<file path="src/rtl/pid_coeff_loader.sv">
// Byte-serial loader for PID coefficients a0, a1, b0, b1, b2 with atomic shadow-to-active commit on the PID tick.
// Optional COEFF_READBACK_EN adds a registered byte readback port for the active coefficients.
module pid_coeff_loader #(
  parameter int unsigned REG_BITWIDTH = 32,
  parameter logic signed [REG_BITWIDTH-1:0] A0_INIT = '0,
  parameter logic signed [REG_BITWIDTH-1:0] A1_INIT = '0,
  parameter logic signed [REG_BITWIDTH-1:0] B0_INIT = '0,
  parameter logic signed [REG_BITWIDTH-1:0] B1_INIT = '0,
  parameter logic signed [REG_BITWIDTH-1:0] B2_INIT = '0
) (
  input  logic                           clk_i,
  input  logic                           rstn_i,
  input  logic                           clk_en_i,
  input  logic                           pid_tick_i,
  input  logic                           cfg_start_i,
  input  logic [2:0]                     cfg_sel_i,
  input  logic [7:0]                     cfg_data_i,
  input  logic                           cfg_valid_i,
  output logic                           cfg_ready_o,
  input  logic                           commit_req_i,
  input  logic                           err_clr_i,
`ifdef COEFF_READBACK_EN
  input  logic [2:0]                     rd_sel_i,
  input  logic [((REG_BITWIDTH/8) > 1 ? $clog2(REG_BITWIDTH/8) : 1)-1:0] rd_byte_i,
  output logic [7:0]                     rd_data_o,
`endif
  output logic signed [REG_BITWIDTH-1:0] a0_o,
  output logic signed [REG_BITWIDTH-1:0] a1_o,
  output logic signed [REG_BITWIDTH-1:0] b0_o,
  output logic signed [REG_BITWIDTH-1:0] b1_o,
  output logic signed [REG_BITWIDTH-1:0] b2_o,
  output logic [4:0]                     dirty_o,
  output logic                           pending_o,
  output logic                           busy_o,
  output logic                           commit_done_o,
  output logic                           error_o
);

  localparam int unsigned NBYTES  = REG_BITWIDTH / 8;
  localparam int unsigned CNT_W   = (NBYTES > 1) ? $clog2(NBYTES) : 1;
  localparam int unsigned NCOEFF  = 5;
  localparam logic [REG_BITWIDTH-1:0] INIT [NCOEFF] = '{A0_INIT, A1_INIT, B0_INIT, B1_INIT, B2_INIT};

  typedef enum logic {IDLE, LOAD} state_t;

  state_t                  state_q, state_d;
  logic [2:0]              sel_q;
  logic [CNT_W-1:0]        cnt_q;
  logic [REG_BITWIDTH-1:0] shift_q;
  logic [REG_BITWIDTH-1:0] shadow_q [NCOEFF];
  logic [REG_BITWIDTH-1:0] active_q [NCOEFF];
  logic [4:0]              dirty_q;
  logic                    pending_q;
  logic                    commit_done_q;
  logic                    error_q;

  logic                    byte_acc;
  logic                    last_byte;
  logic                    start_ok;
  logic                    err_evt;
  logic                    commit_fire;
  logic [REG_BITWIDTH-1:0] word_next;

  // Event decode; everything is qualified by the clock enable
  assign byte_acc    = (state_q == LOAD) && clk_en_i && cfg_valid_i;
  assign last_byte   = byte_acc && (cnt_q == CNT_W'(NBYTES - 1));
  assign start_ok    = (state_q == IDLE) && clk_en_i && cfg_start_i && (cfg_sel_i < 3'd5);
  assign err_evt     = clk_en_i && cfg_start_i && ((state_q == LOAD) || (cfg_sel_i >= 3'd5));
  assign commit_fire = (state_q == IDLE) && clk_en_i && pid_tick_i && (pending_q || commit_req_i);
  assign word_next   = REG_BITWIDTH'({shift_q, cfg_data_i});

  // State register
  always_ff @(posedge clk_i or negedge rstn_i) begin
    if (!rstn_i) state_q <= IDLE;
    else         state_q <= state_d;
  end

  // Next-state logic
  always_comb begin
    state_d = state_q;
    case (state_q)
      IDLE:    if (start_ok) state_d = LOAD;
      LOAD:    if (last_byte) state_d = IDLE;
      default: state_d = IDLE;
    endcase
  end

  // State-decoded outputs; ready follows the enable so stalled cycles never consume a byte
  always_comb begin
    cfg_ready_o = 1'b0;
    busy_o      = 1'b0;
    if (state_q == LOAD) begin
      cfg_ready_o = clk_en_i;
      busy_o      = 1'b1;
    end
  end

  // Byte assembly
  always_ff @(posedge clk_i or negedge rstn_i) begin
    if (!rstn_i) begin
      sel_q   <= '0;
      cnt_q   <= '0;
      shift_q <= '0;
    end else if (start_ok) begin
      sel_q   <= cfg_sel_i;
      cnt_q   <= '0;
      shift_q <= '0;
    end else if (byte_acc) begin
      shift_q <= word_next;
      cnt_q   <= last_byte ? '0 : cnt_q + CNT_W'(1);
    end
  end

  // Shadow, active and dirty registers; last byte and commit are mutually exclusive
  always_ff @(posedge clk_i or negedge rstn_i) begin
    if (!rstn_i) begin
      for (int i = 0; i < NCOEFF; i++) begin
        shadow_q[i] <= INIT[i];
        active_q[i] <= INIT[i];
      end
      dirty_q <= '0;
    end else if (commit_fire) begin
      for (int i = 0; i < NCOEFF; i++) active_q[i] <= shadow_q[i];
      dirty_q <= '0;
    end else if (last_byte) begin
      for (int i = 0; i < NCOEFF; i++) begin
        if (sel_q == 3'(i)) begin
          shadow_q[i] <= word_next;
          dirty_q[i]  <= 1'b1;
        end
      end
    end
  end

  // Commit request, done pulse and sticky error (error event beats clear)
  always_ff @(posedge clk_i or negedge rstn_i) begin
    if (!rstn_i) begin
      pending_q     <= 1'b0;
      commit_done_q <= 1'b0;
      error_q       <= 1'b0;
    end else begin
      commit_done_q <= commit_fire;
      if (commit_fire)                    pending_q <= 1'b0;
      else if (clk_en_i && commit_req_i)  pending_q <= 1'b1;
      if (err_evt)                        error_q <= 1'b1;
      else if (clk_en_i && err_clr_i)     error_q <= 1'b0;
    end
  end

`ifdef COEFF_READBACK_EN
  logic [REG_BITWIDTH-1:0] rd_word;
  logic [7:0]              rd_data_q;

  always_comb begin
    rd_word = '0;
    for (int i = 0; i < NCOEFF; i++) begin
      if (rd_sel_i == 3'(i)) rd_word = active_q[i];
    end
  end

  // Readback runs every cycle, independent of the clock enable
  always_ff @(posedge clk_i or negedge rstn_i) begin
    if (!rstn_i) rd_data_q <= '0;
    else         rd_data_q <= 8'(rd_word >> (8 * (NBYTES - 1 - 32'(rd_byte_i))));
  end

  assign rd_data_o = rd_data_q;
`endif

  assign a0_o          = active_q[0];
  assign a1_o          = active_q[1];
  assign b0_o          = active_q[2];
  assign b1_o          = active_q[3];
  assign b2_o          = active_q[4];
  assign dirty_o       = dirty_q;
  assign pending_o     = pending_q;
  assign commit_done_o = commit_done_q;
  assign error_o       = error_q;

endmodule
</file>
<file path="config.mk">
export PLATFORM = sky130hd
export DESIGN_NAME = pid_coeff_loader
export DESIGN_NICKNAME = d
export VERILOG_FILES = /design/src/rtl/pid_coeff_loader.sv
export SDC_FILE = /design/constraint.sdc
export NUM_CORES = 1
export LEC_CHECK = 0
export CORE_MARGIN = 3
export CORE_UTILIZATION = 31
export DETAILED_ROUTE_END_ITERATION = 12
export HOLD_SLACK_MARGIN = 0.03
export PLACE_DENSITY = 0.6
export SLEW_MARGIN = 20
export SYNTH_ARGS = -nofsm -noshare
export SYNTH_HDL_FRONTEND = slang
export SYNTH_SLANG_ARGS = --single-unit
export TNS_END_PERCENT = 5
</file>
<file path="constraint.sdc">
create_clock -name clk_i -period 2.85 [get_ports clk_i]
set_input_delay 0.4275 -clock clk_i [delete_from_list [all_inputs] [get_ports clk_i]]
set_output_delay 0.4275 -clock clk_i [all_outputs]
set_load 0.05 [all_outputs]
</file>
Word-level counts from Yosys, hierarchy flattened
Cells that the tools add are included.

Input bits: 19. Bits in registers: 358. Word-level logic and storage cells: 87. Output and inout bits: 170.

Reduce and logical (&&, ||, !) cells: 34. Equal/unequal tests: 5. Bitwise gates (word level): 2. Add/subtract/negate cells: 1. $lt $le $gt $ge: 2. Multiplexer cells: 21.

Operator list (number): 24-bit 2-to-1 mux (2); 2-bit nonzero test (9); 3-bit AND reduction (5); 1-bit 2-to-1 mux (13); 1-bit logical AND (12); 5-bit 2-to-1 mux (2); 2-bit AND reduction (5); 3-bit by 2-bit equality test with 1-bit output (second input constant) (2); 2-bit 2-to-1 mux (3); 3-bit by 1-bit equality test with 1-bit output (second input constant) (1); 3-bit equality test (second input constant) (1); 3-bit >= comparator (second input constant) (1); 3-bit zero test (1); 3-bit less-than comparator (second input constant) (1); 2-bit by 1-bit adder with 2-bit output (second input constant) (1); 2-bit equality test (second input constant) (1); 1-bit logical OR (2); 1-bit inverter (2); 1-bit one-hot mux with 2 select lines (1).

Depth between registers and ports, before layout
Gate-level depths: netlist of the first run.

Depth after elaboration: 6. Mapped depth: 6. Gate-level depth less buffers: 4.

Least setup slack after synthesis of the first run
Ideal clock, no wire load.

Path type: reg2reg. Start: register state_q. End: register shadow_q[66] (netlist name). Path slack: 0.726 ns. Arrival: 1.998 ns. Library setup time: 0.125 ns. Stages on the path, launching flop included: 7. Data required time: 2.725 ns. Cells stage by stage: dfrtp_1 -> buf_4 -> nand4_4 -> or4b_1 -> buf_2 -> buf_6 -> mux2_4.

Word-level cells in the longest chain between the ends: 6.

RTL lines: start, declared (line 46) `state_t state_q, state_d;`; start signal, assigned (line 75) `else state_q <= state_d;`; 1-bit inverter; 1-bit logical AND (3 in series) (line 69) `assign commit_fire = (state_q == IDLE) && clk_en_i && pid_tick_i && (pending_q || commit_req_i);`; 1-bit inverter (no line); 3-bit AND reduction (no line) *; end signal, assigned by index (line 118) `shadow_q[i] <= INIT[i];`; end signal, assigned by index (line 128) `shadow_q[i] <= word_next;`; end, declared (line 50) `logic [REG_BITWIDTH-1:0] shadow_q [NCOEFF];`.

Mark *: on every way between the ends. The rest lies on a longest branch, timed or not. A chain may end at the register's enable or synchronous reset.

Worst setup path after layout of the first run
Start: register state_q. End: output port busy_o.

Word-level cells in the longest chain between the ends: 1.

RTL lines: 1-bit 2-to-1 mux (line 92) `if (state_q == LOAD) begin`; end, declared (line 34) `output logic busy_o,`.

Every way passes these cells.

==> results of run 1 <==
-- power by group through the flow --
stage | Combinational [W] | Sequential (W) | Clock (W)
after floorplan | 0.00127 | 0.00806 | 0
after global placement | 0.00379 | 0.00719 | 0
after detailed placement | 0.00384 | 0.00721 | 0
after CTS | 0.00385 | 0.00713 | 0.00554
after global routing | 0.00403 | 0.00726 | 0.00575
final | 0.00380 | 0.00707 | 0.00535
-- path summary, 6_finish.rpt --
path                            cells after the start  slack (ns)           end
worst min register to register                      1        0.49  shadow_q[97]
worst max-delay path                                1        0.30        busy_o
worst max register to register                      5        0.73  shadow_q[34]
max in group asynchronous                           3        1.52       a1_o[2]
min in group clk_i                                  1        0.49  shadow_q[97]
worst min-delay path                                2        0.47      b2_o[26]
-- cell usage in the layout, fill, tap and decap left out, drive strengths merged, types with 2 or more instances in the layout --
master | synthesis | layout
clkbuf | 8 | 59
buf | 37 | 27
clkinv | 0 | 8
mux2 | 323 | 323
o21ai | 5 | 5
nor2 | 2 | 2
a21oi | 27 | 27
clkdlybuf4s50 | 0 | 186
inv | 5 | 6
nand2 | 52 | 52
nand3 | 2 | 2
clkinvlp | 0 | 2
bufinv | 0 | 4
dfrtp | 358 | 358
-- registers in the layout (all words and copies together) (netlist names) --
register / count
cnt_q: 2
error_o: 1
b2_o: 32
shadow_q: 160
a0_o: 32
dirty_o: 5
b0_o: 32
shift_q: 24
sel_q: 3
a1_o: 32
commit_done_o: 1
state_q: 1
pending_o: 1
b1_o: 32
-- cells by family (layout without fill, tap and decap cells) --
| family | after synthesis | after routing | synth area share |
|---|---|---|---|
| adder cells (fa/ha/maj) | 1 | 1 | 0.000926 |
| buffers and inverters | 50 | 293 | 0.0190 |
| multiplexers | 323 | 323 | 0.277 |
| flip-flops | 358 | 358 | 0.663 |
| AND/OR/NAND/NOR | 68 | 68 | 0.0249 |
| AO/OA/AOI/OAI | 36 | 36 | 0.0143 |
-- metrics by stage --
step                      power, W  cells
after global routing        0.0170   1656
after global placement      0.0110   1581
after CTS                   0.0165   1656
final                       0.0162   1656
after detailed placement    0.0110   1581
after floorplan            0.00933    836
-- cell type report --
cell class / count / area [um^2]
multi-input combinational: 428 / 4300
timing repair buffer: 214 / 2190
clock buffer: 59 / 1200
sequential: 358 / 8960
inverter: 5 / 18.8
fill: 3921 / 24900
clock inverter: 15 / 184
tap: 577 / 722
-- layer usage --
layer | track usage | vias to the layer above
met4 | 0.0444 | 0
met3 | 0.0338 | 48
met2 | 0.228 | 152
met5 | 0 | -
li1 | - | 3368
met1 | 0.191 | 3944
-- repair_timing --
item / CTS / global route
hold endpoints to repair: 73 / 0
buffers inserted: 0 / 0
hold buffers: 1 / 0
==> impl_metrics.yaml, run 1 <==
floorplanning:
  dieWidth_um: 215
  fp.dieH_um: 215
  dieArea_mm2: 0.0461
  core-area_mm2: 0.0425
  start_util: 0.318
  io_pins: 189
  rows: 75
drt:
  topRoutingLayerUsed: "met4"
  vias: 7512
  wl_per_cell_um: 19.5
  ant_nets: 0
  met1_length_um: 14700
  via_per_inst: 4.54
  dr_wl_met3_um: 1760
  drc: 0
  first_pass_iters: 4
  met2WireLength_um: 15200
  drt_iter0_drc: 305
  drt-total-wl_um: 32300
critical_path:
  crit_chain: "clkdlybuf4s50_1"
  crit_slowest_cell: "clkdlybuf4s50_1"
  critPathCaptureType: "output pin"
  crit_buf_inv: 1
  startpoint: "state_q"
  cp-start-kind: "flop"
  cpPeakStageDelay_ns: 0.99
  critical_path_arrival_ns: 2.12
  path_delay_family: "buffers and inverters"
  cp.required_ns: 2.42
  timing.rr.start: "cnt_q[0]"
  cp_max_fo: 10
  path_class: "reg -> out"
cts:
  clock_latency_ns: 0.55
  cts_tree: "built"
  htreeDepth: 2
  cts_buffers: 41
  clk_pin_slew_worst_paths_ns: 0.06
  clock-sinks: 358
  clock-root-buffer: "clkbuf_16"
  cts_buffer_depth: 3
  cts.repair.resized: 0
flow_run:
  cap_violations: 0
timing:
  fin_tns_setup_ns: 0
  clock_skew_ns: 0.0112
  slew_viol_final: 0
  worst_pin_slew_ns: 0.646
  worst_hold_slack_ns: 0.474
  hold_viol_final: 0
  fmax_ghz: 0.393
  post-route-period-util: 0.893
  setup-violations-final: 0
  slew_headroom: 0.568
  period_minus_slack_ns: 2.55
  setup_slack_ns: 0.304
  rsz0062_at_grt: "no"
yosys:
  synth_edf_count: 0
  ys_seq_elements: 358
  ys_seq_area_frac: 0.663
  synth_area_leaders: "dfrtp_1, mux2_2, mux2_4"
  synthCells: 836
  synth_most_common_cell: "dfrtp_1"
  yosys_warnings: 0
  syn_area_per_cell_um2: 16.2
  synth_area_leader_cell: "dfrtp_1"
  syn_nets: 856
  netlist.area_leader.share: 0.663
  syn_area_mm2: 0.0135
  yosys.cell_types.count: 32
  synthArstFlopShare: 1.00
  synthFlopType: "dfrtp_1"
  synth_common_cells: "dfrtp_1, mux2_2, nand2_1, buf_2, mux2_4"
final_layout:
  stdcell_area_mm2: 0.0176
  drive_gt1_frac: 0.386
  antenna_cells: 0
  final_nets: 1068
  utilization: 0.414
  area_delta_synth_final_pct: 30.2
global_route:
  first_global_vias: 8160
  grt_pass1_wl_um: 50800
  track_usage: 0.142
  grt_start_max_net_pins: 80
  grt_overflow: 0
  antenna_found_initial: 0
pwr:
  p_seq_frac: 0.436
  switching_power_w: 0.00529
  clockPowerShare: 0.330
  power.leakage_nw: 8.52
  power_frac_comb: 0.234
  intPower_w: 0.0109
  power_switching_share: 0.326
  power_per_cell_area_mw_per_mm2: 923
  vdd_drop_max_mv: 0.536
placed_design:
  numPortBuffers: 188
  dp_hpwl_um: 20500
  gp_congestion: 0.722
  placed_area_mm2: 0.0162
  pre_cts_ws_ns: 0.347
run_status:
  status: "finished clean"
worst_hold_path:
  min_path_type: "in -> async"
Note: power is estimated with default switching activity, not from simulation.
==> run 2, diff against run 1 <==
CORE_UTILIZATION = 45   (was 31)
PLACE_DENSITY = 0.78   (was 0.6)
==> run 2 against run 1 <==
Register-to-register slack got worse by 0.04 ns. Clock skew rose by 0.0014 ns. Worst hold slack improved by 0.0074 ns. Via count rose by 0.79%. Power fell by 3.9%. Largest power group unchanged. Routed wire length fell by 8.3%. Critical path type unchanged.
==> impl_metrics.yaml, run 2 (synthesis gave the netlist of run 1 again) <==
drt:
  drt_iter0_drc: 418
  drt-total-wl_um: 29600
  vias: 7571
  wl_per_cell_um: 20.4
  via_per_inst: 5.21
  ant_nets: 0
  drc: 0
  first_pass_iters: 4
worst_hold_path:
  min_from: "shadow_q[97]"
  min_path_type: "reg -> reg"
  min_path_cells: 1
  holdPathEnd: "shadow_q[97]"
floorplanning:
  rows: 62
  io_pins: 189
  start_util: 0.463
  dieWidth_um: 179
  dieArea_mm2: 0.0321
  fp.dieH_um: 179
  core-area_mm2: 0.0292
timing:
  worst_pin_slew_ns: 0.726
  period_minus_slack_ns: 2.41
  hold_viol_final: 0
  post-route-period-util: 0.844
  worst_hold_slack_ns: 0.482
  setup-violations-final: 0
  clock_skew_ns: 0.0126
  slew_viol_final: 0
  slew_headroom: 0.516
  fmax_ghz: 0.416
  fin_tns_setup_ns: 0
  rsz0062_at_grt: "no"
pwr:
  power_switching_share: 0.325
  p_seq_frac: 0.451
  power.leakage_nw: 8.41
  intPower_w: 0.0105
  power_frac_comb: 0.244
  vdd_drop_max_mv: 0.578
  power_per_cell_area_mw_per_mm2: 910
  switching_power_w: 0.00506
  clockPowerShare: 0.305
run_status:
  status: "finished clean"
final_layout:
  stdcell_count: 1453
  drive_gt1_frac: 0.382
  stdcell_area_mm2: 0.0171
  regMostFlops: "shadow_q"
  utilization: 0.587
  layout_commonest_cell: "dfrtp_1"
  area_delta_synth_final_pct: 26.8
  fill_cells: 2294
  final_nets: 1063
  largest_reg_flops: 160
  final_cell_mix: "dfrtp_1, mux2_2, clkdlybuf4s50_1"
critical_path:
  cp_max_fo: 10
  cp-start-kind: "flop"
  crit_slowest_cell: "clkdlybuf4s50_1"
  cpPeakStageDelay_ns: 0.94
  cp.required_ns: 2.42
  r2r_slack_ns: 0.69
  crit_buf_inv: 1
  startpoint: "state_q"
  critPathCaptureType: "output pin"
  path_class: "reg -> out"
  worstReg2RegEnd: "shadow_q[74]"
  critical_path_arrival_ns: 1.98
  path_delay_family: "buffers and inverters"
  timing.rr.start: "cnt_q[0]"
  crit_chain: "clkdlybuf4s50_1"
  worstRegToRegCells: 4
placed_design:
  numPortBuffers: 188
  placed_area_mm2: 0.0159
  dp_hpwl_um: 19300
  post-place-cells: 1387
  gp_congestion: 0.739
cts:
  clock-sinks: 358
  cts_buffer_depth: 3
  clock_latency_ns: 0.50
  clock-root-buffer: "clkbuf_16"
  cts.repair.resized: 0
  post_cts_buffers: 0
  hold_buffers: 1
  cts_tree: "built"
  cts_buffers: 37
  clk_pin_slew_worst_paths_ns: 0.06
  htreeDepth: 2
global_route:
  first_global_vias: 7853
  grt_start_max_net_pins: 88
  antenna_found_initial: 6
  track_usage: 0.187
  grt_overflow: 0
  grt_pass1_wl_um: 46200
flow_run:
  cap_violations: 0
[run 2: changes by cell type in the layout (fill, tap and decap cells not counted)]
cell,delta
diode_2,+2
clkbuf_16,-6
clkbuf_8,+6
clkinv_2,-5
buf_12,-3
inv_6,-1
buf_4,+2
bufinv_16,-2
clkbuf_1,-3
[run 2: power groups by stage]
stage / Clock (W) / Sequential (W) / Combinational (W)
2_1_floorplan: 0 / 0.00806 / 0.00127
3_3_place_gp: 0 / 0.00709 / 0.00375
3_5_place_dp: 0 / 0.00713 / 0.00383
4_1_cts: 0.00486 / 0.00705 / 0.00384
5_1_grt: 0.00508 / 0.00718 / 0.00402
6_report: 0.00476 / 0.00703 / 0.00380
[run 2: metal layers]
layer | share of wire | track usage | vias up
met5 | 0.0017 | 0 | -
met1 | 0.44 | 0.262 | 3974
met4 | 0.017 | 0.0464 | 8
met3 | 0.067 | 0.0504 | 45
li1 | - | - | 3353
met2 | 0.47 | 0.293 | 191
[run 2: per-stage QoR]
stage | total power (W) | worst slack (ns)
2_1_floorplan | 0.00933 | 0.726
3_3_place_gp | 0.0108 | 0.346
3_5_place_dp | 0.0110 | 0.307
4_1_cts | 0.0158 | 0.431
5_1_grt | 0.0163 | 0.390
6_report | 0.0156 | 0.444
[run 2: how the worst max path moves through the flow]
stage	end	slack, ns	depth (start not counted)
2_1_floorplan	shadow_q[66]	0.73	6
3_3_place_gp	shadow_q[67]	0.35	4
3_5_place_dp	shadow_q[69]	0.31	4
4_1_cts	busy_o	0.43	1
5_1_grt	busy_o	0.39	1
6_report	busy_o	0.44	1
[run 2: area by class of cell]
cell class / count / area (um^2) / area share
Clock inverter: 7 / 90.1 / 0.00526
Sequential cell: 358 / 8960 / 0.523
Clock buffer: 56 / 1120 / 0.0652
Timing Repair Buffer: 213 / 2150 / 0.126
Inverter: 5 / 18.8 / 0.00110
Tap cell: 384 / 480 / 0.0281
Multi-Input combinational cell: 428 / 4300 / 0.251
Antenna cell: 2 / 5.00 / 0.000292
==> run 3, diff against run 2 <==
clock period = 2.4 ns   (was 2.85 ns; I/O delays follow)
==> run 3 against run 2 <==
Routed wire length up 0.80%. Critical endpoint is now pending_o. Count of clock-buffer cells in the layout rose by 6. Core utilization up 0.67 points. Final cell count grew 0.76%. Clock power is 17% higher.
==> impl_metrics.yaml, run 3 (synthesis gave the netlist of run 1 again) <==
global_route:
  grt_pass1_wl_um: 47100
  grt_start_max_net_pins: 83
  track_usage: 0.190
  grt_overflow: 0
  antenna_found_initial: 6
  first_global_vias: 8133
flow_run:
  cap_violations: 0
critical_path:
  cp-start-kind: "flop"
  cp.depth: 1
  critPathCaptureType: "output pin"
  cp.required_ns: 2.04
  critical_path_arrival_ns: 1.80
  crit_slowest_cell: "clkdlybuf4s50_1"
  crit_chain: "clkdlybuf4s50_1"
  startpoint: "pending_o"
  worstReg2RegEnd: "shadow_q[66]"
  cp-endpoint: "pending_o"
  path_delay_family: "buffers and inverters"
  r2r_slack_ns: 0.41
  cp_max_fo: 3
  path_class: "reg -> out"
  worstRegToRegCells: 5
  crit_buf_inv: 1
  cpPeakStageDelay_ns: 0.90
  timing.rr.start: "cnt_q[0]"
final_layout:
  regMostFlops: "shadow_q"
  largest_reg_flops: 160
  drive_gt1_frac: 0.383
  final_nets: 1072
  utilization: 0.594
  layout_commonest_cell: "dfrtp_1"
  fill_cells: 2269
  final_cell_mix: "dfrtp_1, mux2_2, clkdlybuf4s50_1"
  multi_input_area_mm2: 0.00430
  seqCellArea_mm2: 0.00896
  area_delta_synth_final_pct: 28.3
timing:
  fin_tns_setup_ns: 0
  period_minus_slack_ns: 2.16
  post-route-period-util: 0.898
  hold_viol_final: 0
  slew_viol_final: 0
  worst_pin_slew_ns: 0.726
  clock_skew_ns: 0.0128
  slew_headroom: 0.516
  setup-violations-final: 0
  rsz0062_at_grt: "no"
  fmax_ghz: 0.464
drt:
  drt_iter0_drc: 316
  wl_per_cell_um: 20.4
  drt-total-wl_um: 29800
  ant_nets: 0
  drc: 0
  first_pass_iters: 4
  vias: 7605
  via_per_inst: 5.19
cts:
  cts_tree: "built"
  cts_buffers: 38
  clock-root-buffer: "clkbuf_16"
  post_cts_buffers: 0
  clock-sinks: 358
  clk_pin_slew_worst_paths_ns: 0.06
  clock_latency_ns: 0.51
  cts_buffer_depth: 3
  htreeDepth: 2
floorplanning:
  rows: 62
  fp.dieH_um: 179
  core-area_mm2: 0.0292
  dieArea_mm2: 0.0321
  dieWidth_um: 179
  start_util: 0.463
  io_pins: 189
pwr:
  power_frac_comb: 0.247
  vdd_drop_max_mv: 0.673
  power.total_w: 0.0185
  p_seq_frac: 0.451
  intPower_w: 0.0125
  switching_power_w: 0.00602
  power.leakage_nw: 8.51
  clockPowerShare: 0.302
  power_switching_share: 0.326
  power_per_cell_area_mw_per_mm2: 1070
worst_hold_path:
  min_path_type: "in -> reg"
run_status:
  status: "finished clean"
placed_design:
  numPortBuffers: 188
  gp_congestion: 0.765
  dp_hpwl_um: 19700
## run 3: changes by cell type in the layout (fill, tap and decap cells not counted), sizes merged
cell,previous run,this run
bufinv,2,0
dlymetal6s2s,0,1
clkinvlp,2,0
diode,2,3
clkdlybuf4s50,186,185
buf,26,34
clkbuf,56,62
## run 3: layout make-up
cell class,count,area share
antenna,3,0.000433
clock inverter,3,0.000867
inverter,5,0.00108
clock buffer,62,0.0684
sequential,358,0.517
timing repair buffer,221,0.136
multi-input combinational,428,0.249
tap,384,0.0277
## run 3: what timing repair did
item                                    in CTS  in global routing
resized for setup                            0                  1
hold buffers                                 1                  0
endpoints found under the setup margin       0                  1
hold endpoints to repair                    69                  0
## run 3: per-stage QoR
stage	hold slack, ns	cell area (um^2)	setup slack (ns)	instances
after global placement	0.427	16100	0.103	1395
final	0.464	17300	0.244	1464
after CTS	0.446	17300	0.0322	1461
after detailed placement	0.426	16100	0.0409	1395
after global routing	0.468	17300	0.214	1463
after floorplan	0.0644	13500	0.276	836
## run 3: layer usage
layer / global-route usage / vias up / wire length [um]
li1: - / 3359 / -
met1: 0.252 / 3991 / 12600
met2: 0.309 / 198 / 14300
met3: 0.0546 / 49 / 2140
met4: 0.0506 / 8 / 669
met5: 0 / - / 56
## run 3: worst min-delay path: stages
cell	delay, ns
clkdlybuf4s50_1	0.39
nand2_1	0.06
a32o_1	0.12
## run 3: worst min-delay path by stage
stage                         start             to  slack (ns)  depth (start not counted)
after floorplan              rstn_i        a0_o[0]        0.06                          0
after global placement       rstn_i  commit_done_o        0.43                          1
after detailed placement     rstn_i  commit_done_o        0.43                          1
after CTS                 err_clr_i        error_o        0.45                          3
after global routing      err_clr_i        error_o        0.47                          3
final                     err_clr_i        error_o        0.46                          3
## run 3: power groups by stage
stage               clock [W]  sequential [W]  combinational [W]
global placement            0         0.00841            0.00451
CTS                   0.00573         0.00837            0.00462
finish                0.00558         0.00835            0.00457
detailed placement          0         0.00847            0.00460
floorplan                   0         0.00957            0.00151
global route          0.00596         0.00852            0.00484
